### src/rtl/board_renderer_if.sv
// Board renderer bus: control request, board-store read port and pixel stream.
interface board_renderer_if #(
  parameter int RW       = 3,
  parameter int X_W      = 8,
  parameter int Y_W      = 7,
  parameter int COLOUR_W = 18
);
  logic                start;
  logic                mode;
  logic [RW-1:0]       sel_row;
  logic [RW-1:0]       sel_col;
  logic [RW-1:0]       cursor_row;
  logic [RW-1:0]       cursor_col;
  logic [RW-1:0]       rd_row;
  logic [RW-1:0]       rd_col;
  logic [1:0]          rd_state;
  logic                plot;
  logic [X_W-1:0]      x;
  logic [Y_W-1:0]      y;
  logic [COLOUR_W-1:0] colour;
  logic                busy;
  logic                done;

  modport master (
    output start, mode, sel_row, sel_col, cursor_row, cursor_col, rd_state,
    input  rd_row, rd_col, plot, x, y, colour, busy, done
  );

  modport slave (
    input  start, mode, sel_row, sel_col, cursor_row, cursor_col, rd_state,
    output rd_row, rd_col, plot, x, y, colour, busy, done
  );
endinterface

### src/rtl/board_renderer.sv
// Othello board rasteriser: walks the whole board or one cell and streams
// one pixel per cycle (grid border, cursor, disk, hint dot) to the VGA adapter.
//
// state | meaning
// IDLE  | waiting for start
// FETCH | read address of current cell on rd_row/rd_col
// LATCH | board store answers; capture state/cursor-hit, emit pixel (0,0)
// DRAW  | emit remaining pixels; final cycle is the tail of the last plot
// DONE  | one-cycle done pulse
module board_renderer #(
  parameter int              BOARD_N    = 8,
  parameter int              CELL_PX    = 14,
  parameter int              X0         = 4,
  parameter int              Y0         = 4,
  parameter int              X_W        = 8,
  parameter int              Y_W        = 7,
  parameter int              COLOUR_W   = 18,
  parameter logic [COLOUR_W-1:0] COL_BG     = 18'h00800,
  parameter logic [COLOUR_W-1:0] COL_GRID   = 18'h00000,
  parameter logic [COLOUR_W-1:0] COL_CURSOR = 18'h3F000,
  parameter logic [COLOUR_W-1:0] COL_BLACK  = 18'h08208,
  parameter logic [COLOUR_W-1:0] COL_WHITE  = 18'h3FFFF,
  parameter logic [COLOUR_W-1:0] COL_HINT   = 18'h3FFC0
) (
  input logic             clock,
  input logic             resetn,
  board_renderer_if.slave bus
);
  localparam int RW = (BOARD_N > 1) ? $clog2(BOARD_N) : 1;
  localparam int PW = $clog2(CELL_PX + 1);
  localparam int DW = 2 * PW + 1;
  localparam int XI = X_W + 1;
  localparam int YI = Y_W + 1;
  localparam logic [PW-1:0] C_PX    = PW'(CELL_PX / 2);
  localparam logic [PW-1:0] LAST_PX = PW'(CELL_PX - 1);
  localparam logic [DW-1:0] DISK_R2 = DW'((CELL_PX / 2 - 2) * (CELL_PX / 2 - 2));
  localparam logic [DW-1:0] HINT_R2 = DW'(4);
  localparam logic [RW-1:0] LAST_RC = RW'(BOARD_N - 1);

  typedef enum logic [2:0] {S_IDLE, S_FETCH, S_LATCH, S_DRAW, S_DONE} state_t;

  state_t              state_q;
  logic                mode_q;
  logic [RW-1:0]       row_q, col_q;
  logic [1:0]          cell_q;
  logic                hit_q;
  logic [PW-1:0]       px_q, py_q;
  logic                last_q;
  logic                plot_q, busy_q, done_q;
  logic [X_W-1:0]      x_q;
  logic [Y_W-1:0]      y_q;
  logic [COLOUR_W-1:0] colour_q;

  logic                sel_ok;
  logic                hit_live;
  logic [PW-1:0]       e_px, e_py, dx, dy;
  logic [1:0]          e_state;
  logic                e_hit;
  logic [DW-1:0]       d2;
  logic [X_W-1:0]      x_d;
  logic [Y_W-1:0]      y_d;
  logic [COLOUR_W-1:0] colour_d;

  assign sel_ok   = ({1'b0, bus.sel_row} < (RW+1)'(BOARD_N)) &&
                    ({1'b0, bus.sel_col} < (RW+1)'(BOARD_N));
  assign hit_live = (row_q == bus.cursor_row) && (col_q == bus.cursor_col);

  // Pixel about to be emitted: in LATCH it is (0,0) using the live board
  // answer, since the latched copy only lands at the same edge.
  always_comb begin
    e_px    = (state_q == S_LATCH) ? '0 : px_q;
    e_py    = (state_q == S_LATCH) ? '0 : py_q;
    e_state = (state_q == S_LATCH) ? bus.rd_state : cell_q;
    e_hit   = (state_q == S_LATCH) ? hit_live : hit_q;
    dx      = (e_px >= C_PX) ? (e_px - C_PX) : (C_PX - e_px);
    dy      = (e_py >= C_PX) ? (e_py - C_PX) : (C_PX - e_py);
    d2      = DW'(dx) * DW'(dx) + DW'(dy) * DW'(dy);
    x_d     = X_W'(XI'(X0) + XI'(col_q) * XI'(CELL_PX) + XI'(e_px));
    y_d     = Y_W'(YI'(Y0) + YI'(row_q) * YI'(CELL_PX) + YI'(e_py));
    colour_d = COL_BG;
    if (e_px == '0 || e_py == '0)
      colour_d = e_hit ? COL_CURSOR : COL_GRID;
    else if (e_state == 2'b01 && d2 <= DISK_R2)
      colour_d = COL_BLACK;
    else if (e_state == 2'b10 && d2 <= DISK_R2)
      colour_d = COL_WHITE;
    else if (e_state == 2'b11 && d2 <= HINT_R2)
      colour_d = COL_HINT;
  end

  // Walk controller with registered pixel outputs.
  always_ff @(posedge clock) begin
    if (!resetn) begin
      state_q  <= S_IDLE;
      mode_q   <= 1'b0;
      row_q    <= '0;
      col_q    <= '0;
      cell_q   <= 2'b00;
      hit_q    <= 1'b0;
      px_q     <= '0;
      py_q     <= '0;
      last_q   <= 1'b0;
      plot_q   <= 1'b0;
      busy_q   <= 1'b0;
      done_q   <= 1'b0;
      x_q      <= '0;
      y_q      <= '0;
      colour_q <= '0;
    end else begin
      plot_q <= 1'b0;
      done_q <= 1'b0;
      case (state_q)
        S_IDLE: begin
          if (bus.start) begin
            mode_q <= bus.mode;
            busy_q <= 1'b1;
            if (!bus.mode) begin
              row_q   <= '0;
              col_q   <= '0;
              state_q <= S_FETCH;
            end else if (sel_ok) begin
              row_q   <= bus.sel_row;
              col_q   <= bus.sel_col;
              state_q <= S_FETCH;
            end else begin
              done_q  <= 1'b1;
              state_q <= S_DONE;
            end
          end
        end
        S_FETCH: state_q <= S_LATCH;
        S_LATCH: begin
          cell_q   <= bus.rd_state;
          hit_q    <= hit_live;
          plot_q   <= 1'b1;
          x_q      <= x_d;
          y_q      <= y_d;
          colour_q <= colour_d;
          px_q     <= PW'(1);
          py_q     <= '0;
          last_q   <= 1'b0;
          state_q  <= S_DRAW;
        end
        S_DRAW: begin
          if (last_q) begin
            if (mode_q || (col_q == LAST_RC && row_q == LAST_RC)) begin
              done_q  <= 1'b1;
              state_q <= S_DONE;
            end else begin
              if (col_q == LAST_RC) begin
                col_q <= '0;
                row_q <= row_q + RW'(1);
              end else begin
                col_q <= col_q + RW'(1);
              end
              state_q <= S_FETCH;
            end
          end else begin
            plot_q   <= 1'b1;
            x_q      <= x_d;
            y_q      <= y_d;
            colour_q <= colour_d;
            if (px_q == LAST_PX) begin
              px_q <= '0;
              if (py_q == LAST_PX) last_q <= 1'b1;
              else                 py_q   <= py_q + PW'(1);
            end else begin
              px_q <= px_q + PW'(1);
            end
          end
        end
        S_DONE: begin
          busy_q  <= 1'b0;
          state_q <= S_IDLE;
        end
        default: begin
          busy_q  <= 1'b0;
          state_q <= S_IDLE;
        end
      endcase
    end
  end

  assign bus.rd_row = row_q;
  assign bus.rd_col = col_q;
  assign bus.plot   = plot_q;
  assign bus.x      = x_q;
  assign bus.y      = y_q;
  assign bus.colour = colour_q;
  assign bus.busy   = busy_q;
  assign bus.done   = done_q;
endmodule
### src/flat_wrapper.sv
// flat-port wrapper written by rule: the top's interface ports become plain ports
module board_renderer_flat 
#(
  parameter int              BOARD_N    = 8,
  parameter int              CELL_PX    = 14,
  parameter int              X0         = 4,
  parameter int              Y0         = 4,
  parameter int              X_W        = 8,
  parameter int              Y_W        = 7,
  parameter int              COLOUR_W   = 18,
  parameter logic [COLOUR_W-1:0] COL_BG     = 18'h00800,
  parameter logic [COLOUR_W-1:0] COL_GRID   = 18'h00000,
  parameter logic [COLOUR_W-1:0] COL_CURSOR = 18'h3F000,
  parameter logic [COLOUR_W-1:0] COL_BLACK  = 18'h08208,
  parameter logic [COLOUR_W-1:0] COL_WHITE  = 18'h3FFFF,
  parameter logic [COLOUR_W-1:0] COL_HINT   = 18'h3FFC0
)
  (clock, resetn, bus_start, bus_mode, bus_sel_row, bus_sel_col, bus_cursor_row, bus_cursor_col, bus_rd_state, bus_rd_row, bus_rd_col, bus_plot, bus_x, bus_y, bus_colour, bus_busy, bus_done);
  board_renderer_if #(.X_W(X_W), .Y_W(Y_W), .COLOUR_W(COLOUR_W)) bus_i ();
  input logic clock;
  input logic resetn;
  input wire logic [$bits(bus_i.start)-1:0] bus_start;
  input wire logic [$bits(bus_i.mode)-1:0] bus_mode;
  input wire logic [$bits(bus_i.sel_row)-1:0] bus_sel_row;
  input wire logic [$bits(bus_i.sel_col)-1:0] bus_sel_col;
  input wire logic [$bits(bus_i.cursor_row)-1:0] bus_cursor_row;
  input wire logic [$bits(bus_i.cursor_col)-1:0] bus_cursor_col;
  input wire logic [$bits(bus_i.rd_state)-1:0] bus_rd_state;
  output wire logic [$bits(bus_i.rd_row)-1:0] bus_rd_row;
  output wire logic [$bits(bus_i.rd_col)-1:0] bus_rd_col;
  output wire logic [$bits(bus_i.plot)-1:0] bus_plot;
  output wire logic [$bits(bus_i.x)-1:0] bus_x;
  output wire logic [$bits(bus_i.y)-1:0] bus_y;
  output wire logic [$bits(bus_i.colour)-1:0] bus_colour;
  output wire logic [$bits(bus_i.busy)-1:0] bus_busy;
  output wire logic [$bits(bus_i.done)-1:0] bus_done;
  assign bus_i.start = bus_start;
  assign bus_i.mode = bus_mode;
  assign bus_i.sel_row = bus_sel_row;
  assign bus_i.sel_col = bus_sel_col;
  assign bus_i.cursor_row = bus_cursor_row;
  assign bus_i.cursor_col = bus_cursor_col;
  assign bus_i.rd_state = bus_rd_state;
  assign bus_rd_row = bus_i.rd_row;
  assign bus_rd_col = bus_i.rd_col;
  assign bus_plot = bus_i.plot;
  assign bus_x = bus_i.x;
  assign bus_y = bus_i.y;
  assign bus_colour = bus_i.colour;
  assign bus_busy = bus_i.busy;
  assign bus_done = bus_i.done;
  board_renderer #(.BOARD_N(BOARD_N), .CELL_PX(CELL_PX), .X0(X0), .Y0(Y0), .X_W(X_W), .Y_W(Y_W), .COLOUR_W(COLOUR_W), .COL_BG(COL_BG), .COL_GRID(COL_GRID), .COL_CURSOR(COL_CURSOR), .COL_BLACK(COL_BLACK), .COL_WHITE(COL_WHITE), .COL_HINT(COL_HINT)) u_core (.clock(clock), .resetn(resetn), .bus(bus_i));
endmodule
### config.mk
export PLATFORM = sky130hd
export DESIGN_NAME = board_renderer_flat
export DESIGN_NICKNAME = d
export VERILOG_FILES = /design/src/rtl/board_renderer_if.sv /design/src/rtl/board_renderer.sv /design/src/flat_wrapper.sv
export SDC_FILE = /design/constraint.sdc
export NUM_CORES = 1
export LEC_CHECK = 0
export BUFFER_PORTS_ARGS = -buffer_cell sky130_fd_sc_hd__buf_2
export CAP_MARGIN = 30
export CORE_MARGIN = 4
export CORE_UTILIZATION = 45
export CTS_CLUSTER_DIAMETER = 30
export DETAILED_ROUTE_END_ITERATION = 7
export PLACE_DENSITY = 0.66
export SLEW_MARGIN = 20
export SYNTH_ARGS = -nofsm -noshare
export SYNTH_HDL_FRONTEND = slang
export SYNTH_SLANG_ARGS = --single-unit
### constraint.sdc
create_clock -name clock -period 18.2 [get_ports clock]
set_clock_uncertainty 0.15 [all_clocks]
set_input_delay 4.55 -clock clock [delete_from_list [all_inputs] [get_ports clock]]
set_output_delay 4.55 -clock clock [all_outputs]
set_load 0.1 [all_outputs]
==> results of run 1 <==
==> worst max-delay path, stage by stage, from the launching register on <==
cell	delay, ps
dfxtp_1	570
or3b_1	690
nand2_1	270
inv_1	170
ha_1	220
nand2_1	60
mux2_2	270
nor2_1	150
nand2_1	100
fa_1	540
inv_1	50
fa_1	470
inv_1	50
fa_1	500
fa_1	540
inv_1	40
ha_1	200
inv_1	70
fa_1	420
a211oi_1	520
o22ai_1	210
a32o_1	290
==> how the worst max path moves through the flow <==
| stage | start | to | slack [ps] | cells after the start |
|---|---|---|---|---|
| 2_1_floorplan | u_core.bus.colour[5]$_SDFFE_PN0P_ | bus_colour[1] | 12070 | 1 |
| 3_3_place_gp | u_core.state_q[0]$_SDFFE_PN0P_ | u_core.bus.colour[9]$_SDFFE_PN0P_ | 11730 | 21 |
| 3_5_place_dp | u_core.state_q[0]$_SDFFE_PN0P_ | u_core.bus.colour[10]$_SDFFE_PN0P_ | 11640 | 21 |
| 4_1_cts | u_core.state_q[0]$_SDFFE_PN0P_ | u_core.bus.colour[10]$_SDFFE_PN0P_ | 11630 | 21 |
| 5_1_grt | u_core.state_q[0]$_SDFFE_PN0P_ | u_core.bus.colour[10]$_SDFFE_PN0P_ | 10960 | 21 |
| 6_report | u_core.state_q[0]$_SDFFE_PN0P_ | u_core.bus.colour[10]$_SDFFE_PN0P_ | 11560 | 21 |
==> registers in the layout (all words and copies together), names as in the netlist <==
| signal | count |
|---|---|
| u_core.bus.rd_col | 3 |
| u_core.bus.y | 7 |
| u_core.px_q | 4 |
| u_core.py_q | 4 |
| u_core.mode_q | 1 |
| u_core.hit_q | 1 |
| u_core.state_q | 3 |
| u_core.bus.colour | 7 |
| u_core.bus.plot | 1 |
| u_core.bus.done | 1 |
| u_core.last_q | 1 |
| u_core.cell_q | 2 |
| u_core.bus.rd_row | 3 |
| u_core.bus.busy | 1 |
| u_core.bus.x | 8 |
==> layout by cell type, fill, tap and decap left out, types with 3 or more instances in the layout <==
master    count
clkbuf_8      5
nor3_1        8
nor4_1        3
or3_1         3
xor2_1        5
a21oi_1      33
buf_2        59
nand2_1      45
and2_1        6
xnor2_1      14
nor2_1       33
nor2b_1       7
ha_1         49
a32o_1        3
inv_1        42
nand2b_1     10
nand2_2       3
nand3_1      13
dfxtp_1      47
nand3b_1      3
fa_1         19
o22ai_1       3
a21o_1        7
nand4_1       3
a211oi_1     10
o21ai_0      15
==> routing by layer <==
| metal | part of all wire [%] | vias up | wire length, µm | global-route usage [%] |
|---|---|---|---|---|
| li1 | - | 1606 | - | - |
| met1 | 47 | 1481 | 3869 | 24.43 |
| met2 | 47 | 88 | 3858 | 30.94 |
| met3 | 6.0 | 6 | 497 | 2.432 |
| met4 | 0.69 | 0 | 57 | 3.109 |
| met5 | 0 | - | 0 | 0 |
==> through the flow <==
stage                     cell area, µm²  instances  setup slack [ps]
after detailed placement            4130        590             11640
after global routing                4213        597             10960
after floorplan                     3820        450             12070
after CTS                           4213        597             11630
final                               4213        597             11560
after global placement              4103        589             11730
==> logic make-up (layout without fill, tap and decap cells) <==
| group | after synthesis | in the layout | synth area share, % |
|---|---|---|---|
| buf+inv | 70 | 112 | 8.287 |
| simple gates | 150 | 150 | 19.82 |
| mux | 4 | 4 | 1.114 |
| fa+ha+maj | 68 | 68 | 26.01 |
| compound gates | 92 | 92 | 15.79 |
| xor+xnor | 19 | 19 | 4.356 |
| flops | 47 | 47 | 24.63 |
==> power by group <==
group	internal [mW]	switching, mW
clock	0.0264	0.0362
combinational	0.0342	0.0834
sequential	0.108	0.00762
total	0.169	0.127
==> final cells by class <==
| class | count | area share, % |
|---|---|---|
| Inverter | 44 | 3.920 |
| Multi-Input combinational cell | 333 | 60.83 |
| Clock inverter | 2 | 0.3267 |
| Sequential cell | 47 | 22.33 |
| Timing Repair Buffer | 61 | 7.841 |
| Clock buffer | 5 | 1.634 |
| Tap cell | 105 | 3.119 |
==> results.cfg, run 1 <==
[synth]
synth_edf_count = 0
yosysWarningCount = 0
synth_cell_type_count = 59
synth-seq-area-share_pct = 24.63
avgSynthCellArea_um2 = 8.489
syn_area_um2 = 3820
synth.most_common_cell = ha_1
yosysTopAreaCell = dfxtp_1
syn_inst = 450
syn-num-nets = 536
async_reset_ff_share_pct = 0
synth_common_cells = ha_1, dfxtp_1, nand2_1
yosys.area.top_type_share_pct = 24.63
synth_seq_cells = 47
synthTopCellsByArea = dfxtp_1, ha_1, fa_1
ys.flop_type = dfxtp_1

[timing]
rsz0062_at_grt = no
period_share_pct = 36.49
fin_tns_setup_ps = 0
post-route-min-period_ps = 6642
relSlewSlack_pct = 48.93
hold_viol_final = 0
holdWs_ps = 301.1
clock.fmax_mhz = 150.6
drv_slew = 0
worst_slew_pin_slew_ps = 766.0
setup_viol = 0

[global_route]
grt-ovfl-total = 0
grt_max_degree = 29
antenna_found_initial = 0
grt_pass1_wl_mm = 14.98
gr-usage-all-layers_pct = 18.00
first_global_vias = 3262

[final_layout]
nFillCells = 791
drive_gt1_share_pct = 16.87
seq_area_um2 = 940.9
multiInputGateArea_um2 = 2562
fin_nets = 578
antenna_cells = 0
area_growth_pct = 10.28
fin_util_pct = 51.27

[clock_tree]
clk_latency_ps = 300
clockBufferDepth = 2
clock-sinks = 47
htree_levels = 2
cts_hold_buffers = 0
cts.root.buffer_cell = clkbuf_8
cts_buffers = 5
cts_tree = done
cts_resized = 0
cts_setup_buffers = 0
path_clk_slew_ps = 90

[worst_hold_path]
hp-class = flip-flop to flip-flop
whs_path_depth = 2
hold_end = u_core.bus.x[6]$_SDFFE_PN0P_
holdCritStartpoint = u_core.bus.x[6]$_SDFFE_PN0P_

[setup_path]
r2r-end = u_core.bus.colour[10]$_SDFFE_PN0P_
rrSetupSlack_ps = 11560
cp_max_fo = 21
worstPathArrival_ps = 6690
rr_worst_depth = 21
startpoint_type = flip-flop
worstSetupEndpointType = flip-flop
worst-setup-path-type = flip-flop to flip-flop
rr_startpoint = u_core.state_q[0]$_SDFFE_PN0P_
cp.required_ps = 18250

[placement]
place.gp.congestion = 0.8743
io_buffers = 59
hpwl_mm = 6.615

[flow_run]
cap_violations = 0

[die]
core_area_um2 = 8217
dieArea_um2 = 10030
num_rows = 33
start_util_pct = 46.49
ios = 60
die_w_um = 100.1
fp.dieH_um = 100.1

[drt]
drtPass1Iterations = 4
via_per_inst = 5.328
vias = 3181
wl_per_cell_um = 13.87
routed_wirelength_mm = 8.283
remaining_drc_errors = 0
antenna_left = 0
drt_iter0_markers = 145

[power]
powerDensity_nw_per_um2 = 70.30
leakagePower_nw = 1.997
total_power_mw = 0.2962
ir_worst_vdd_uv = 46.48

[status]
outcome = completed
No activity file was read; power rests on OpenSTA's default activity.
==> run 2, diff against run 1 <==
ABC_AREA = 1   (was unset)
PLACE_DENSITY = 0.68   (was 0.66)
clock period = 5.74 ns   (was 18.2 ns; I/O delays follow)
==> results.cfg, run 2 <==
[setup_path]
cp-startpoint = u_core.state_q[1]$_SDFFE_PN0P_
rr_startpoint = u_core.state_q[1]$_SDFFE_PN0P_
startpoint_type = flip-flop
crit_top_cell = nand2_2
cp.required_ps = 5750
rrSetupSlack_ps = 290
r2r-end = u_core.bus.colour[16]$_SDFFE_PN0P_
worstPathArrival_ps = 5460
crit_slowest_cell = fa_1
cp_max_fo = 6
critPathMaxStageDelay_ps = 550
worst-setup-path-type = flip-flop to flip-flop
worstSetupEndpointType = flip-flop
rr_worst_depth = 27

[synth]
avgSynthCellArea_um2 = 7.529
yosysTopAreaCell = dfxtp_1
syn-num-nets = 595
synth.most_common_cell = inv_1
synth-seq-area-share_pct = 24.55
syn_area_um2 = 3832
synthTopCellsByArea = dfxtp_1, ha_1, fa_1
ys.flop_type = dfxtp_1
synth_edf_count = 0
yosys.area.top_type_share_pct = 24.55
async_reset_ff_share_pct = 0
synth_cell_type_count = 41
yosysWarningCount = 0
synth_seq_cells = 47
synth_common_cells = inv_1, nand2_1, ha_1
syn_inst = 509

[global_route]
first_global_vias = 3411
grt-ovfl-total = 0
grt_pass1_wl_mm = 15.48
grt_max_degree = 26
antenna_found_initial = 0
gr-usage-all-layers_pct = 18.84

[timing]
drv_slew = 0
clock.fmax_mhz = 183.4
period_share_pct = 95.00
setup_viol = 0
post-route-min-period_ps = 5453
relSlewSlack_pct = 45.84
fin_tns_setup_ps = 0
hold_viol_final = 0
worst_slew_pin_slew_ps = 811.5

[status]
outcome = completed

[drt]
wl_per_cell_um = 13.54
drtPass1Iterations = 4
remaining_drc_errors = 0
routed_wirelength_mm = 9.206
drt_iter0_markers = 167
via_per_inst = 5.025
vias = 3417
antenna_left = 0

[worst_hold_path]
hp-class = flip-flop to flip-flop
hold_end = u_core.bus.busy$_SDFFE_PN0P_
holdCritStartpoint = u_core.bus.busy$_SDFFE_PN0P_
whs_path_depth = 2

[placement]
dp_cells = 661
place_area_um2 = 4189
hpwl_mm = 7.176
io_buffers = 59
place.gp.congestion = 0.8658

[die]
fp.dieH_um = 100.3
core_area_um2 = 8258
die_w_um = 100.3
num_rows = 33
start_util_pct = 46.41
dieArea_um2 = 10060
ios = 60

[final_layout]
area_growth_pct = 16.26
fin_nets = 660
antenna_cells = 0
final_cell_mix = inv_1, nand2_1, buf_2
final_cells = 680
final_area_um2 = 4456
drive_gt1_share_pct = 23.65
final_common_cell = inv_1
largest_register_ffs = 8

[flow_run]
cap_violations = 0

[clock_tree]
cts_tree = done
htree_levels = 2
cts.root.buffer_cell = clkbuf_8
clockBufferDepth = 2
clk_latency_ps = 300
clock-sinks = 47
path_clk_slew_ps = 90
cts_buffers = 5
run 2: kinds of logic after synthesis:
family	Yosys count	share of synthesized area (%)
buffers and inverters	118	12.99
adder cells (fa/ha/maj)	68	25.92
flip-flops	47	24.55
AND/OR/NAND/NOR	184	21.45
AO/OA/AOI/OAI	79	12.11
XOR/XNOR	13	2.971
run 2: metal layers:
metal	wire length [µm]	track usage, %
met4	246	6.218
met2	4674	33.79
met3	377	3.058
met5	0	0
met1	3908	22.81
run 2: timing repair:
action,in CTS,in global routing
hold buffers,0,0
cloned,0,1
pin swaps,0,14
setup endpoints to repair,1,7
setup buffers,0,10
gates resized for setup,1,29
run 2: worst max path at each step:
stage,to,slack [ps],cells past startpoint
2_1_floorplan,u_core.bus.colour[16]$_SDFFE_PN0P_,240,34
3_3_place_gp,u_core.bus.colour[16]$_SDFFE_PN0P_,220,33
4_1_cts,u_core.bus.colour[16]$_SDFFE_PN0P_,60,33
5_1_grt,u_core.bus.colour[16]$_SDFFE_PN0P_,-40,33
6_report,u_core.bus.colour[16]$_SDFFE_PN0P_,290,27
3_5_place_dp,u_core.bus.colour[16]$_SDFFE_PN0P_,60,33
run 2: metrics by stage:
stage          hold WS [ps]  utilization, %  setup slack, ps
6_report              316.5           53.95            287.3
3_3_place_gp          301.3           50.73            218.7
2_1_floorplan         328.1               -            237.6
4_1_cts               315.6           52.21            56.22
3_5_place_dp          303.8           50.73            55.53
5_1_grt               344.8           53.95           -38.01
run 2: layout make-up:
class / instances / area [µm²]
timing repair buffer: 77 / 430.4
clock inverter: 2 / 35.03
clock buffer: 6 / 82.58
multi-input combinational: 345 / 2465
sequential: 47 / 943.4
tap: 105 / 131.4
inverter: 98 / 367.9
fill: 813 / 3802
run 2: critical path: cells and delay by family (launching register included):
kind            cells  cell delay, ps
fa+ha+maj           6            2660
simple gates       12            1380
buf+inv             7             530
flops               1             340
compound gates      2             240
Power of run 2 is left out: the tool's default activity adds up to more than one toggle a clock period on the data nets, which glitch-free logic cannot reach.
==> run 3, diff against run 2 <==
PLACE_DENSITY = 0.66   (was 0.68)
clock period = 7 ns   (was 5.74 ns; I/O delays follow)
==> results.cfg, run 3 (synthesized netlist as in run 2, its figures left out) <==
[die]
die_w_um = 100.3
num_rows = 33
dieArea_um2 = 10060
core_area_um2 = 8258
fp.dieH_um = 100.3
start_util_pct = 46.41
ios = 60

[timing]
clock.fmax_mhz = 163.5
hold_viol_final = 0
setup_viol = 0
period_share_pct = 87.37
worst_slew_pin_slew_ps = 749.4
post-route-min-period_ps = 6116
relSlewSlack_pct = 49.99
fin_tns_setup_ps = 0
drv_slew = 0
rsz0062_at_grt = no

[clock_tree]
path_clk_slew_ps = 90
cts_hold_buffers = 0
cts.root.buffer_cell = clkbuf_8
clock-sinks = 47
clockBufferDepth = 2
cts_tree = done
cts_resized = 0
clk_latency_ps = 300
cts_setup_buffers = 0
cts_buffers = 5
htree_levels = 2

[final_layout]
final_cell_mix = inv_1, nand2_1, buf_2
nFillCells = 836
largest_register_ffs = 8
area_growth_pct = 10.45
antenna_cells = 0
drive_gt1_share_pct = 16.52
final_common_cell = inv_1
fin_nets = 642

[setup_path]
rr_worst_depth = 33
critPathMaxStageDelay_ps = 520
cp_max_fo = 17
cp-startpoint = u_core.state_q[0]$_SDFFE_PN0P_
worstPathArrival_ps = 6180
worst-setup-path-type = flip-flop to flip-flop
startpoint_type = flip-flop
crit_top_cell = nand2_1
rr_startpoint = u_core.state_q[0]$_SDFFE_PN0P_
rrSetupSlack_ps = 880
cp.required_ps = 7060
r2r-end = u_core.bus.colour[16]$_SDFFE_PN0P_
worstSetupEndpointType = flip-flop
crit_slowest_cell = fa_1

[drt]
vias = 3314
remaining_drc_errors = 0
wl_per_cell_um = 13.34
routed_wirelength_mm = 8.828
drtPass1Iterations = 4
drt_iter0_markers = 132
via_per_inst = 5.006
antenna_left = 0

[worst_hold_path]
whs_path_depth = 2
holdCritStartpoint = u_core.bus.x[0]$_SDFFE_PN0P_
hp-class = flip-flop to flip-flop
hold_end = u_core.bus.x[0]$_SDFFE_PN0P_

[global_route]
grt-ovfl-total = 0
first_global_vias = 3417
grt_max_degree = 26
gr-usage-all-layers_pct = 18.57
grt_pass1_wl_mm = 15.41
antenna_found_initial = 0

[placement]
place.gp.congestion = 0.8647
io_buffers = 59
hpwl_mm = 7.173

[flow_run]
cap_violations = 0

[status]
outcome = completed
## run 3: changes by cell type in the layout (fill, tap and decap cells not counted), sizes merged
cell,change
bufinv,-1
clkinvlp,+2
clkbuf,-1
buf,-17
nand2,-1
## run 3: per-layer routing
metal,vias to the layer above,track usage (%),share of wire (%)
met1,1552,23.13,44
met2,53,34.45,52
met5,-,0,0
met3,6,1.876,3.1
li1,1703,-,-
met4,0,3.938,0.86
## run 3: metrics by stage
step                      hold WS, ps  std cells  utilization, %  setup slack [ps]  cell area (µm²)
after floorplan                 328.1        509               -              1498             3832
after global placement          305.5        653           50.00              1231             4129
after detailed placement        300.5        653           50.00             968.9             4129
after CTS                       313.8        661           51.08             913.0             4218
after global routing            342.6        662           51.26             347.2             4233
final                           310.9        662           51.26             883.9             4233
## run 3: final cells by class
type | count | area, µm² | area share (%)
multi-input combinational | 344 | 2394 | 56.55
sequential | 47 | 940.9 | 22.23
inverter | 98 | 367.9 | 8.691
timing repair buffer | 60 | 310.3 | 7.331
tap | 105 | 131.4 | 3.104
clock buffer | 5 | 68.82 | 1.626
clock inverter | 3 | 20.02 | 0.4730
## run 3: worst max path at each step
| stage | end | slack, ps |
|---|---|---|
| after floorplan | u_core.bus.colour[16]$_SDFFE_PN0P_ | 1500 |
| after global placement | u_core.bus.colour[16]$_SDFFE_PN0P_ | 1230 |
| after detailed placement | u_core.bus.colour[16]$_SDFFE_PN0P_ | 970 |
| after CTS | u_core.bus.colour[16]$_SDFFE_PN0P_ | 910 |
| after global routing | u_core.bus.colour[16]$_SDFFE_PN0P_ | 350 |
| final | u_core.bus.colour[16]$_SDFFE_PN0P_ | 880 |
## run 3: critical path: cells and delay by family (launching register included)
kind	cells	cell delay, ps
simple gates	14	1570
flops	1	480
buf+inv	9	680
compound gates	3	450
fa+ha+maj	7	2690
Power of run 3 is left out for the same reason.
